[src/rtl/tl_a_channel_queue.sv]
// rtl/tl_a_channel_queue.sv - decoupling FIFO for one TileLink A-channel beat stream
module tl_a_channel_queue #(
  parameter int DEPTH    = 2,
  parameter int SOURCE_W = 3,
  parameter int ADDR_W   = 32,
  parameter int DATA_W   = 64,
  parameter int FLOW     = 0
) (
  input  logic                       clock,
  input  logic                       reset,
  input  logic                       enq_valid,
  output logic                       enq_ready,
  input  logic [2:0]                 enq_opcode,
  input  logic [2:0]                 enq_param,
  input  logic [2:0]                 enq_size,
  input  logic [SOURCE_W-1:0]        enq_source,
  input  logic [ADDR_W-1:0]          enq_address,
  input  logic [DATA_W/8-1:0]        enq_mask,
  input  logic [DATA_W-1:0]          enq_data,
  input  logic                       enq_corrupt,
  output logic                       deq_valid,
  input  logic                       deq_ready,
  output logic [2:0]                 deq_opcode,
  output logic [2:0]                 deq_param,
  output logic [2:0]                 deq_size,
  output logic [SOURCE_W-1:0]        deq_source,
  output logic [ADDR_W-1:0]          deq_address,
  output logic [DATA_W/8-1:0]        deq_mask,
  output logic [DATA_W-1:0]          deq_data,
  output logic                       deq_corrupt,
  output logic [$clog2(DEPTH):0]     count
);

  localparam int PTR_W   = $clog2(DEPTH);
  localparam int MASK_W  = DATA_W / 8;
  localparam int ENTRY_W = 3 + 3 + 3 + SOURCE_W + ADDR_W + MASK_W + DATA_W + 1;
  localparam logic [PTR_W:0] FULL_COUNT = DEPTH[PTR_W:0];
  localparam logic           FLOW_EN    = (FLOW != 0);

  // Whole beat is stored as one packed word so fields cannot drift apart.
  logic [ENTRY_W-1:0] mem [DEPTH];
  logic [PTR_W-1:0]   wp;
  logic [PTR_W-1:0]   rp;
  logic               maybe_full;

  logic               ptr_match;
  logic               empty;
  logic               full;
  logic               bypass;
  logic               do_write;
  logic               do_read;
  logic [ENTRY_W-1:0] enq_word;
  logic [ENTRY_W-1:0] out_word;

  assign enq_word = {enq_opcode, enq_param, enq_size, enq_source,
                     enq_address, enq_mask, enq_data, enq_corrupt};

  assign ptr_match = (wp == rp);
  assign empty     = ptr_match & ~maybe_full;
  assign full      = ptr_match & maybe_full;

  // Ready never looks at deq_ready, which is what breaks the timing path.
  assign enq_ready = ~full & ~reset;
  assign deq_valid = ~reset & (~empty | (FLOW_EN & enq_valid));

  // With flow-through on an empty queue the beat passes straight across and is never stored.
  assign bypass   = FLOW_EN & empty & enq_valid & deq_ready & ~reset;
  assign do_write = enq_valid & enq_ready & ~bypass;
  assign do_read  = deq_ready & ~empty & ~reset;

  // Outputs are forced to zero while reset is held, even on the flow-through path.
  assign out_word = reset ? '0 : ((FLOW_EN & empty) ? enq_word : mem[rp]);

  assign {deq_opcode, deq_param, deq_size, deq_source,
          deq_address, deq_mask, deq_data, deq_corrupt} = out_word;

  assign count = full ? FULL_COUNT : {1'b0, PTR_W'(wp - rp)};

  // Entry storage: cleared on reset, written at the write pointer on an accepted beat.
  always_ff @(posedge clock or posedge reset) begin
    if (reset) begin
      for (int i = 0; i < DEPTH; i++) begin
        mem[i] <= '0;
      end
    end else if (do_write) begin
      mem[wp] <= enq_word;
    end
  end

  // Pointer and full/empty disambiguation state.
  always_ff @(posedge clock or posedge reset) begin
    if (reset) begin
      wp         <= '0;
      rp         <= '0;
      maybe_full <= 1'b0;
    end else begin
      if (do_write) begin
        wp <= wp + PTR_W'(1);
      end
      if (do_read) begin
        rp <= rp + PTR_W'(1);
      end
      if (do_write != do_read) begin
        maybe_full <= do_write;
      end
    end
  end

endmodule
[config.mk]
export PLATFORM = sky130hd
export DESIGN_NAME = tl_a_channel_queue
export DESIGN_NICKNAME = d
export VERILOG_FILES = /design/src/rtl/tl_a_channel_queue.sv
export SDC_FILE = /design/constraint.sdc
export NUM_CORES = 1
export LEC_CHECK = 0
export ABC_AREA = 1
export CORE_MARGIN = 1
export CORE_UTILIZATION = 30
export DETAILED_ROUTE_END_ITERATION = 12
export GPL_TIMING_DRIVEN = 1
export PLACE_DENSITY = 0.55
export SKIP_CTS_REPAIR_TIMING = 1
export SLEW_MARGIN = 20
export SYNTH_ARGS = -nofsm -noshare
export SYNTH_HDL_FRONTEND = slang
export SYNTH_SLANG_ARGS = --single-unit
[constraint.sdc]
create_clock -name clock -period 18.3 [get_ports clock]
set_input_delay 3.66 -clock clock [delete_from_list [all_inputs] [get_ports clock]]
set_output_delay 3.66 -clock clock [all_outputs]
set_load 0.03 [all_outputs]
**Yosys cells after proc, flatten, opt, wreduce, memory -nomap -nowiden**

Cells that the tools add are included.

- Register bits after elaboration: 237
- Output and inout bits: 121

- Equal/unequal tests: 2
- Mux-type cells: 8
- Reductions and logical operators: 1
- Add/sub/neg operators: 3
- $lt $le $gt $ge: 3
- Bitwise logic cells: 13

Operators with widths:

| cell | number |
|---|---|
| 117-bit two-way mux | 5 |
| 234-bit bitwise mux | 1 |
| 117-bit demux with 1-bit select | 1 |
| 1-bit AND | 7 |
| 2-bit greater-or-equal comparator, second input constant | 2 |
| 1-bit NOT | 4 |
| 1-bit NOT with 2-bit output | 2 |
| 1-bit adder, second input constant | 2 |
| 2-bit by 1-bit less-than comparator with 1-bit output, second input constant | 1 |
| 2-bit two-way mux | 1 |
| 1-bit == test | 1 |
| 1-bit logical AND | 1 |
| 1-bit inequality test | 1 |
| 1-bit subtractor | 1 |

**Longest topological paths before layout**

Gate-level depths: netlist (run 1).

- Depth in word-level cells: 6
- Gate-level depth with buffers: 9
- Depth with buffers taken out: 8

**Worst setup path after synthesis (run 1)**

No wires, ideal clock.

- Kind: input to output
- Start point: in reset
- End point: out deq_address[15]
- Stages on the path: 5
- Slack: 2.213 ns
- Arrival: 12.427 ns
- Required time: 14.640 ns
- Cells stage by stage: inv_2 -> clkbuf_1 -> clkbuf_1 -> o21ai_0 -> nor2_1

- Longest elaborated chain between the ends: 1

Ends and longest elaborated chain:

| item | line | text |
|---|---|---|
| start: declaration | 10 | `input logic reset,` |
| 117-bit two-way mux | 72 | `assign out_word = reset ? '0 : ((FLOW_EN & empty) ? enq_word : mem[rp]);` |
| end: declaration | 27 | `output logic [ADDR_W-1:0] deq_address,` |

No other way between the ends.

**Worst setup path in the final report (run 1)**

- Start point: in reset
- End point: out deq_data[7]

- Longest elaborated chain between the ends: 1

Ends and longest elaborated chain:

| item | line | text |
|---|---|---|
| 117-bit two-way mux | 72 |  |
| end: declaration | 29 | `output logic [DATA_W-1:0] deq_data,` |

No other way between the ends.

==> metrics.txt, run 1 <==
# TYPE chip_impl_metric gauge
chip_impl_info{name="critical_path.endpoint_type",value="output port"} 1
chip_impl_metric{name="layout-area-overhead-vs-synth",unit="%"} 35.2
chip_impl_metric{name="ctsLongestPathBuffers",unit=""} 3
chip_impl_info{name="tritoncts",value="yes"} 1
chip_impl_metric{name="worst-endpoint-arrival",unit="ns"} 6.79
chip_impl_metric{name="grt.met3_usage",unit=""} 0.0382
chip_impl_metric{name="layout_min_cycle_time",unit="ns"} 10.45
chip_impl_metric{name="antenna_found_initial",unit=""} 1
chip_impl_metric{name="max_slew_headroom",unit=""} 0.246
chip_impl_metric{name="cts_max_level",unit=""} 1
chip_impl_metric{name="worst_reg2reg_path_depth",unit=""} 10
chip_impl_metric{name="clkSlewWorstSetupHoldPaths",unit="ns"} 0.06
chip_impl_info{name="timing.rr.start",value="rp$_DFFE_PP0P_"} 1
chip_impl_metric{name="detail-route-antenna-nets",unit=""} 0
chip_impl_metric{name="gpl.final_weighted_congestion",unit=""} 0.749
chip_impl_metric{name="placed_cell_area",unit="sq mm"} 0.0133
chip_impl_info{name="worst_hold_startpoint",value="mem[163]$_DFFE_PP0P_"} 1
chip_impl_metric{name="finalHoldViolations",unit=""} 0
chip_impl_info{name="hold_path_end",value="mem[163]$_DFFE_PP0P_"} 1
chip_impl_info{name="cts_root_buffer",value="clkbuf_16"} 1
chip_impl_metric{name="antenna-diode-count",unit=""} 0
chip_impl_metric{name="power.share.switching",unit=""} 0.405
chip_impl_metric{name="nets",unit=""} 1724
chip_impl_metric{name="floorplan.io_pins",unit=""} 242
chip_impl_metric{name="initial_utilization",unit=""} 0.305
chip_impl_info{name="min_path_type",value="flop to flop"} 1
chip_impl_metric{name="reg2reg_slack",unit="ns"} 13.63
chip_impl_info{name="start_kind",value="input pin"} 1
chip_impl_metric{name="global_route.overflow_total",unit=""} 0
chip_impl_metric{name="setup_tns",unit="ns"} 0
chip_impl_metric{name="cellLeakagePower",unit="nW"} 7.17
chip_impl_metric{name="tritoncts.num_buffers",unit=""} 28
chip_impl_metric{name="yosys.cell_types.count",unit=""} 13
chip_impl_info{name="timing_worst_setup_path_type",value="input pin to output port"} 1
chip_impl_metric{name="dieWidth",unit="um"} 189
chip_impl_metric{name="grt_pass1_vias",unit=""} 9373
chip_impl_metric{name="floorplan.die.height",unit="um"} 189
chip_impl_metric{name="fmax",unit="GHz"} 0.0957
chip_impl_metric{name="final_layout_size_suffix_gt1_frac",unit=""} 0.0406
chip_impl_metric{name="clock_latency",unit="ns"} 0.55
chip_impl_metric{name="syn-num-nets",unit=""} 1529
chip_impl_info{name="crit_chain",value="clkdlybuf4s50_1, inv_8, buf_4, o21ai_0, nor2_1, clkdlybuf4s50_1"} 1
chip_impl_metric{name="drt_wl_total",unit="um"} 31500
chip_impl_info{name="crit_path_most_repeated_cell",value="clkdlybuf4s50_1"} 1
chip_impl_metric{name="placement_rows",unit=""} 68
chip_impl_metric{name="grt.total_usage",unit=""} 0.177
chip_impl_metric{name="num-fill-cells",unit=""} 3536
chip_impl_metric{name="seqPwrFrac",unit=""} 0.357
chip_impl_metric{name="drt-initial-drc-count",unit=""} 560
chip_impl_metric{name="worst_slew_pin_slew",unit="ns"} 1.13
chip_impl_metric{name="via_count",unit=""} 9497
chip_impl_metric{name="buffer_ports.inserted",unit=""} 241
chip_impl_metric{name="setup_viol",unit=""} 0
chip_impl_metric{name="critPathMaxFanout",unit=""} 147
chip_impl_metric{name="design.core.area",unit="sq mm"} 0.0345
chip_impl_metric{name="die-area",unit="sq mm"} 0.0359
chip_impl_metric{name="avgRoutedWirePerCell",unit="um"} 15.2
chip_impl_info{name="cpMaxStageDelayCell",value="buf_4"} 1
chip_impl_metric{name="synth-seq-cells",unit=""} 237
chip_impl_metric{name="grt_pass1_wl",unit="um"} 51400
chip_impl_metric{name="global_route.usage.met2",unit=""} 0.276
chip_impl_info{name="globalRoute.busiestLayer",value="met2"} 1
chip_impl_info{name="setup_repair_after_global_routing_missed_its_margin",value="no"} 1
chip_impl_metric{name="p_total",unit="W"} 0.00253
chip_impl_metric{name="first_pass_iters",unit=""} 5
chip_impl_metric{name="syn-mean-instance-area",unit="sq um"} 7.48
chip_impl_metric{name="gr-usage-met1",unit=""} 0.251
chip_impl_metric{name="yosysWarnings",unit=""} 0
chip_impl_metric{name="detailedPlacementHpwl",unit="um"} 18300
chip_impl_metric{name="hold_path_depth",unit=""} 2
chip_impl_metric{name="vias_per_cell",unit=""} 4.57
chip_impl_info{name="status",value="finished, final reports clean"} 1
chip_impl_info{name="worst_r2r_endpoint",value="mem[195]$_DFFE_PP0P_"} 1
chip_impl_metric{name="p_comb_frac",unit=""} 0.417
chip_impl_metric{name="drc_errors",unit=""} 0
chip_impl_metric{name="max_cap_viols",unit=""} 0
chip_impl_metric{name="pin_count_of_the_biggest_net_entering_global_routing",unit=""} 148
chip_impl_metric{name="max_vdd_drop",unit="V"} 0.0000805
chip_impl_metric{name="p_sw",unit="W"} 0.00102
chip_impl_metric{name="period_share",unit=""} 0.571
chip_impl_metric{name="postLayoutCellArea",unit="sq mm"} 0.0142
chip_impl_metric{name="cellPowerDensity",unit="mW/mm^2"} 178
chip_impl_metric{name="p_clk_frac",unit=""} 0.227
chip_impl_metric{name="clock_sink_count",unit=""} 237
chip_impl_metric{name="crit_required",unit="ns"} 14.64
chip_impl_metric{name="internal_power",unit="W"} 0.00151
chip_impl_metric{name="synth_area",unit="sq mm"} 0.0105
chip_impl_metric{name="fin_util",unit=""} 0.412
chip_impl_metric{name="cp_slowest_stage_delay",unit="ns"} 0.77
chip_impl_metric{name="worst_clock_skew",unit="ns"} 0.00923
chip_impl_metric{name="syn-instance-count",unit=""} 1408
chip_impl_metric{name="maxSlewViolCount",unit=""} 0
chip_impl_metric{name="synth_sequential_area_ratio",unit=""} 0.563
how the worst max path moves through the flow:
| stage | cells after the start | end | startpoint |
|---|---|---|---|
| floorplan | 5 | deq_address[15] | reset |
| global placement | 6 | deq_mask[0] | reset |
| detailed placement | 6 | deq_address[16] | reset |
| CTS | 6 | deq_data[7] | reset |
| global route | 6 | deq_data[7] | reset |
| finish | 6 | deq_data[7] | reset |
synth_stat cells:
cell / count / area share
nor2_2: 2 / 0.0012
nand3_1: 4 / 0.0019
o21ai_0: 117 / 0.056
buf_2: 12 / 0.0057
nand4_1: 3 / 0.0018
clkbuf_1: 72 / 0.026
inv_1: 5 / 0.0018
dfrtp_1: 237 / 0.56
inv_2: 2 / 0.00071
buf_4: 5 / 0.0036
nand3_2: 1 / 0.00095
nor2_1: 234 / 0.083
nand2_1: 714 / 0.25
flip-flops by register name, summed over array words and instances (netlist names):
name / count
maybe_full: 1
wp: 1
mem: 234
rp: 1
per-stage QoR:
stage / setup slack, ns / cells / hold slack [ns]
2_1_floorplan: 2.21 / 1408 / 0.444
3_3_place_gp: 7.81 / 2028 / 0.456
3_5_place_dp: 7.80 / 2028 / 0.460
4_1_cts: 7.75 / 2079 / 0.476
5_1_grt: 7.46 / 2079 / 0.484
6_report: 7.85 / 2079 / 0.471
layer usage:
metal,part of all wire,wire length (um)
met5,0.00038,12
met4,0.016,498
met3,0.079,2480
met2,0.43,13700
met1,0.47,14800
logic make-up after synthesis:
group | count (synthesis) | share of synthesized area
AO/OA/AOI/OAI | 117 | 0.0556
buffers and inverters | 96 | 0.0374
flip-flops | 237 | 0.563
AND/OR/NAND/NOR | 958 | 0.344
layout by cell type, fill, tap and decap left out, drive strengths merged:
master,instances
buf,13
nand3,5
o21ai,117
bufinv,2
nor2,236
clkbuf,44
nand2,714
clkinv,4
dfrtp,237
nand4,3
clkdlybuf4s50,241
inv,7
clkinvlp,1
worst max-delay path: cells and delay by family:
kind            cells  cell delay, ns
buf+inv             4            2.61
compound gates      1            0.25
simple gates        1            0.18
final cells by class:
type | count | area [sq um] | area share
well taps | 455 | 569 | 0.0400
multi-input cells | 1075 | 4220 | 0.296
flip-flops and latches | 237 | 5930 | 0.417
clock inverters | 7 | 98.8 | 0.00694
repair buffers | 254 | 2510 | 0.176
clock buffers | 44 | 871 | 0.0612
inverters | 7 | 36.3 | 0.00255
power groups by stage:
stage          registers [W]  logic, W  clock network (W)
2_1_floorplan       0.000856  0.000703                  0
3_3_place_gp        0.000905   0.00106                  0
3_5_place_dp        0.000906   0.00106                  0
4_1_cts             0.000902   0.00107           0.000594
5_1_grt             0.000931   0.00117           0.000611
6_report            0.000902   0.00105           0.000573
Power figures use the tool's default switching activity.
==> inputs of run 2 (changes only) <==
--- a/config.mk
+++ b/config.mk
@@ -10,7 +10,7 @@
 export CORE_UTILIZATION = 30
 export DETAILED_ROUTE_END_ITERATION = 12
 export GPL_TIMING_DRIVEN = 1
-export PLACE_DENSITY = 0.55
+export PLACE_DENSITY = 0.57
 export SKIP_CTS_REPAIR_TIMING = 1
 export SLEW_MARGIN = 20
 export SYNTH_ARGS = -nofsm -noshare
==> constraint.sdc (replaced) <==
create_clock -name clock -period 9.1 [get_ports clock]
set_input_delay 1.82 -clock clock [delete_from_list [all_inputs] [get_ports clock]]
set_output_delay 1.82 -clock clock [all_outputs]
set_load 0.03 [all_outputs]
==> metrics.txt, run 2 (synthesized netlist as in run 1, its figures left out) <==
# TYPE chip_impl_metric gauge
chip_impl_info{name="status",value="finished, final reports clean"} 1
chip_impl_metric{name="fin_util",unit=""} 0.414
chip_impl_info{name="critical_path.startpoint",value="reset"} 1
chip_impl_info{name="most-common-layout-cells",value="nand2_1 (714), clkdlybuf4s50_1 (241), dfrtp_1 (236)"} 1
chip_impl_metric{name="largest_register_ffs",unit=""} 234
chip_impl_metric{name="worst_clock_skew",unit="ns"} 0.00978
chip_impl_metric{name="gpl.final_weighted_congestion",unit=""} 0.776
chip_impl_info{name="timing_worst_setup_path_type",value="input pin to output port"} 1
chip_impl_metric{name="max_slew_headroom",unit=""} 0.303
chip_impl_metric{name="nets",unit=""} 1726
chip_impl_metric{name="finalHoldWorstSlack",unit="ns"} 0.471
chip_impl_metric{name="placed_cells",unit=""} 2029
chip_impl_info{name="min_path_type",value="flop to flop"} 1
chip_impl_metric{name="drt_wl_total",unit="um"} 31800
chip_impl_metric{name="grt.met3_usage",unit=""} 0.0437
chip_impl_metric{name="fmax",unit="GHz"} 0.156
chip_impl_metric{name="max_cap_viols",unit=""} 0
chip_impl_metric{name="reg2reg_slack",unit="ns"} 4.86
chip_impl_metric{name="avgRoutedWirePerCell",unit="um"} 15.3
chip_impl_metric{name="grt_pass1_vias",unit=""} 9255
chip_impl_metric{name="critPathMaxFanout",unit=""} 135
chip_impl_metric{name="clock_sink_count",unit=""} 237
chip_impl_metric{name="antenna_found_initial",unit=""} 0
chip_impl_info{name="cts_root_buffer",value="clkbuf_16"} 1
chip_impl_metric{name="ctsLongestPathBuffers",unit=""} 3
chip_impl_metric{name="cellLeakagePower",unit="nW"} 7.19
chip_impl_metric{name="grt_pass1_wl",unit="um"} 50900
chip_impl_metric{name="period_share",unit=""} 0.703
chip_impl_metric{name="grt.total_usage",unit=""} 0.176
chip_impl_metric{name="cts_max_level",unit=""} 1
chip_impl_metric{name="regArea",unit="sq mm"} 0.00593
chip_impl_metric{name="final-instance-count-excl-fill",unit=""} 2080
chip_impl_info{name="critical_path.endpoint_type",value="output port"} 1
chip_impl_info{name="globalRoute.busiestLayer",value="met2"} 1
chip_impl_metric{name="multi_input_gate_area_in_the_final_layout",unit="sq mm"} 0.00422
chip_impl_metric{name="worst-endpoint-arrival",unit="ns"} 4.58
chip_impl_metric{name="layout-area-overhead-vs-synth",unit="%"} 35.7
chip_impl_metric{name="design.core.area",unit="sq mm"} 0.0345
chip_impl_metric{name="maxSlewViolCount",unit=""} 0
chip_impl_metric{name="tritoncts.num_buffers",unit=""} 29
chip_impl_info{name="endpoint",value="deq_data[2]"} 1
chip_impl_metric{name="worst_slew_pin_slew",unit="ns"} 1.04
chip_impl_metric{name="detailedPlacementHpwl",unit="um"} 18400
chip_impl_metric{name="drt-initial-drc-count",unit=""} 630
chip_impl_metric{name="floorplan.die.height",unit="um"} 189
chip_impl_metric{name="cellPowerDensity",unit="mW/mm^2"} 358
chip_impl_metric{name="clock_latency",unit="ns"} 0.54
chip_impl_metric{name="placement_rows",unit=""} 68
chip_impl_metric{name="gr-usage-met1",unit=""} 0.237
chip_impl_metric{name="clkSlewWorstSetupHoldPaths",unit="ns"} 0.05
chip_impl_metric{name="worst_reg2reg_path_depth",unit=""} 9
chip_impl_metric{name="final_layout_size_suffix_gt1_frac",unit=""} 0.0400
chip_impl_metric{name="num-fill-cells",unit=""} 3550
chip_impl_metric{name="vias_per_cell",unit=""} 4.56
chip_impl_metric{name="die-area",unit="sq mm"} 0.0359
chip_impl_metric{name="global_route.overflow_total",unit=""} 0
chip_impl_info{name="tritoncts",value="yes"} 1
chip_impl_metric{name="first_pass_iters",unit=""} 5
chip_impl_metric{name="global_route.usage.met2",unit=""} 0.287
chip_impl_metric{name="finalHoldViolations",unit=""} 0
chip_impl_metric{name="setup_viol",unit=""} 0
chip_impl_metric{name="drc_errors",unit=""} 0
chip_impl_metric{name="initial_utilization",unit=""} 0.305
chip_impl_info{name="timing.rr.start",value="rp$_DFFE_PP0P_"} 1
chip_impl_metric{name="detail-route-antenna-nets",unit=""} 0
chip_impl_metric{name="dieWidth",unit="um"} 189
chip_impl_metric{name="pin_count_of_the_biggest_net_entering_global_routing",unit=""} 136
chip_impl_metric{name="max_vdd_drop",unit="V"} 0.000148
chip_impl_info{name="setup_repair_after_global_routing_missed_its_margin",value="no"} 1
chip_impl_info{name="largest_register",value="mem"} 1
chip_impl_info{name="start_kind",value="input pin"} 1
chip_impl_metric{name="crit_required",unit="ns"} 7.28
chip_impl_info{name="worst_r2r_endpoint",value="mem[0]$_DFFE_PP0P_"} 1
chip_impl_metric{name="setup_tns",unit="ns"} 0
chip_impl_metric{name="buffer_ports.inserted",unit=""} 241
chip_impl_info{name="layout_commonest_cell",value="nand2_1"} 1
chip_impl_metric{name="antenna-diode-count",unit=""} 0
chip_impl_metric{name="via_count",unit=""} 9490
chip_impl_metric{name="floorplan.io_pins",unit=""} 242
chip_impl_metric{name="layout_min_cycle_time",unit="ns"} 6.40
-- run 2: cell types whose count changed in the layout (fill, tap and decap cells not counted) --
| cell | before | now |
|---|---|---|
| buf_12 | 0 | 3 |
| buf_4 | 13 | 11 |
| bufinv_16 | 2 | 3 |
| clkbuf_1 | 5 | 7 |
| clkbuf_16 | 28 | 29 |
| clkbuf_8 | 11 | 8 |
| clkinv_8 | 1 | 0 |
-- run 2: layer usage --
layer,vias up,wire length (um)
met5,-,0
met4,0,532
met3,37,2560
met2,276,14400
met1,4479,14200
li1,4698,-
-- run 2: power by group --
group          total [W]  leakage [nW]  switching (W)  internal (W)
Clock            0.00117         0.477       0.000443      0.000731
Sequential       0.00181          2.98       0.000281       0.00153
Combinational    0.00213          3.73        0.00134      0.000790
Total            0.00512          7.19        0.00207       0.00305
-- run 2: cell type report --
class | count | area share
clock inverters | 7 | 0.00788
multi-input cells | 1075 | 0.295
well taps | 455 | 0.0399
clock buffers | 44 | 0.0603
inverters | 7 | 0.00254
repair buffers | 255 | 0.179
flip-flops and latches | 237 | 0.415
-- run 2: worst min-delay path by stage --
stage	start	to	depth (start not counted)
finish	mem[190]$_DFFE_PP0P_	mem[190]$_DFFE_PP0P_	2
global route	mem[171]$_DFFE_PP0P_	mem[171]$_DFFE_PP0P_	2
CTS	mem[181]$_DFFE_PP0P_	mem[181]$_DFFE_PP0P_	2
detailed placement	mem[167]$_DFFE_PP0P_	mem[167]$_DFFE_PP0P_	2
global placement	mem[208]$_DFFE_PP0P_	mem[208]$_DFFE_PP0P_	2
floorplan	mem[194]$_DFFE_PP0P_	mem[194]$_DFFE_PP0P_	2
-- run 2: per-stage QoR --
stage | worst slack (ns) | power [W] | cell area (sq um)
2_1_floorplan | 0.864 | 0.00313 | 10500
3_3_place_gp | 2.77 | 0.00395 | 13300
3_5_place_dp | 2.71 | 0.00397 | 13300
4_1_cts | 2.72 | 0.00518 | 14300
5_1_grt | 2.48 | 0.00549 | 14300
6_report | 2.70 | 0.00512 | 14300
-- run 2: worst max-delay path, stage by stage --
cell	delay, ns
clkdlybuf4s50_1	0.49
inv_8	0.61
buf_12	0.40
o21ai_0	0.18
nor2_1	0.14
clkdlybuf4s50_1	0.68
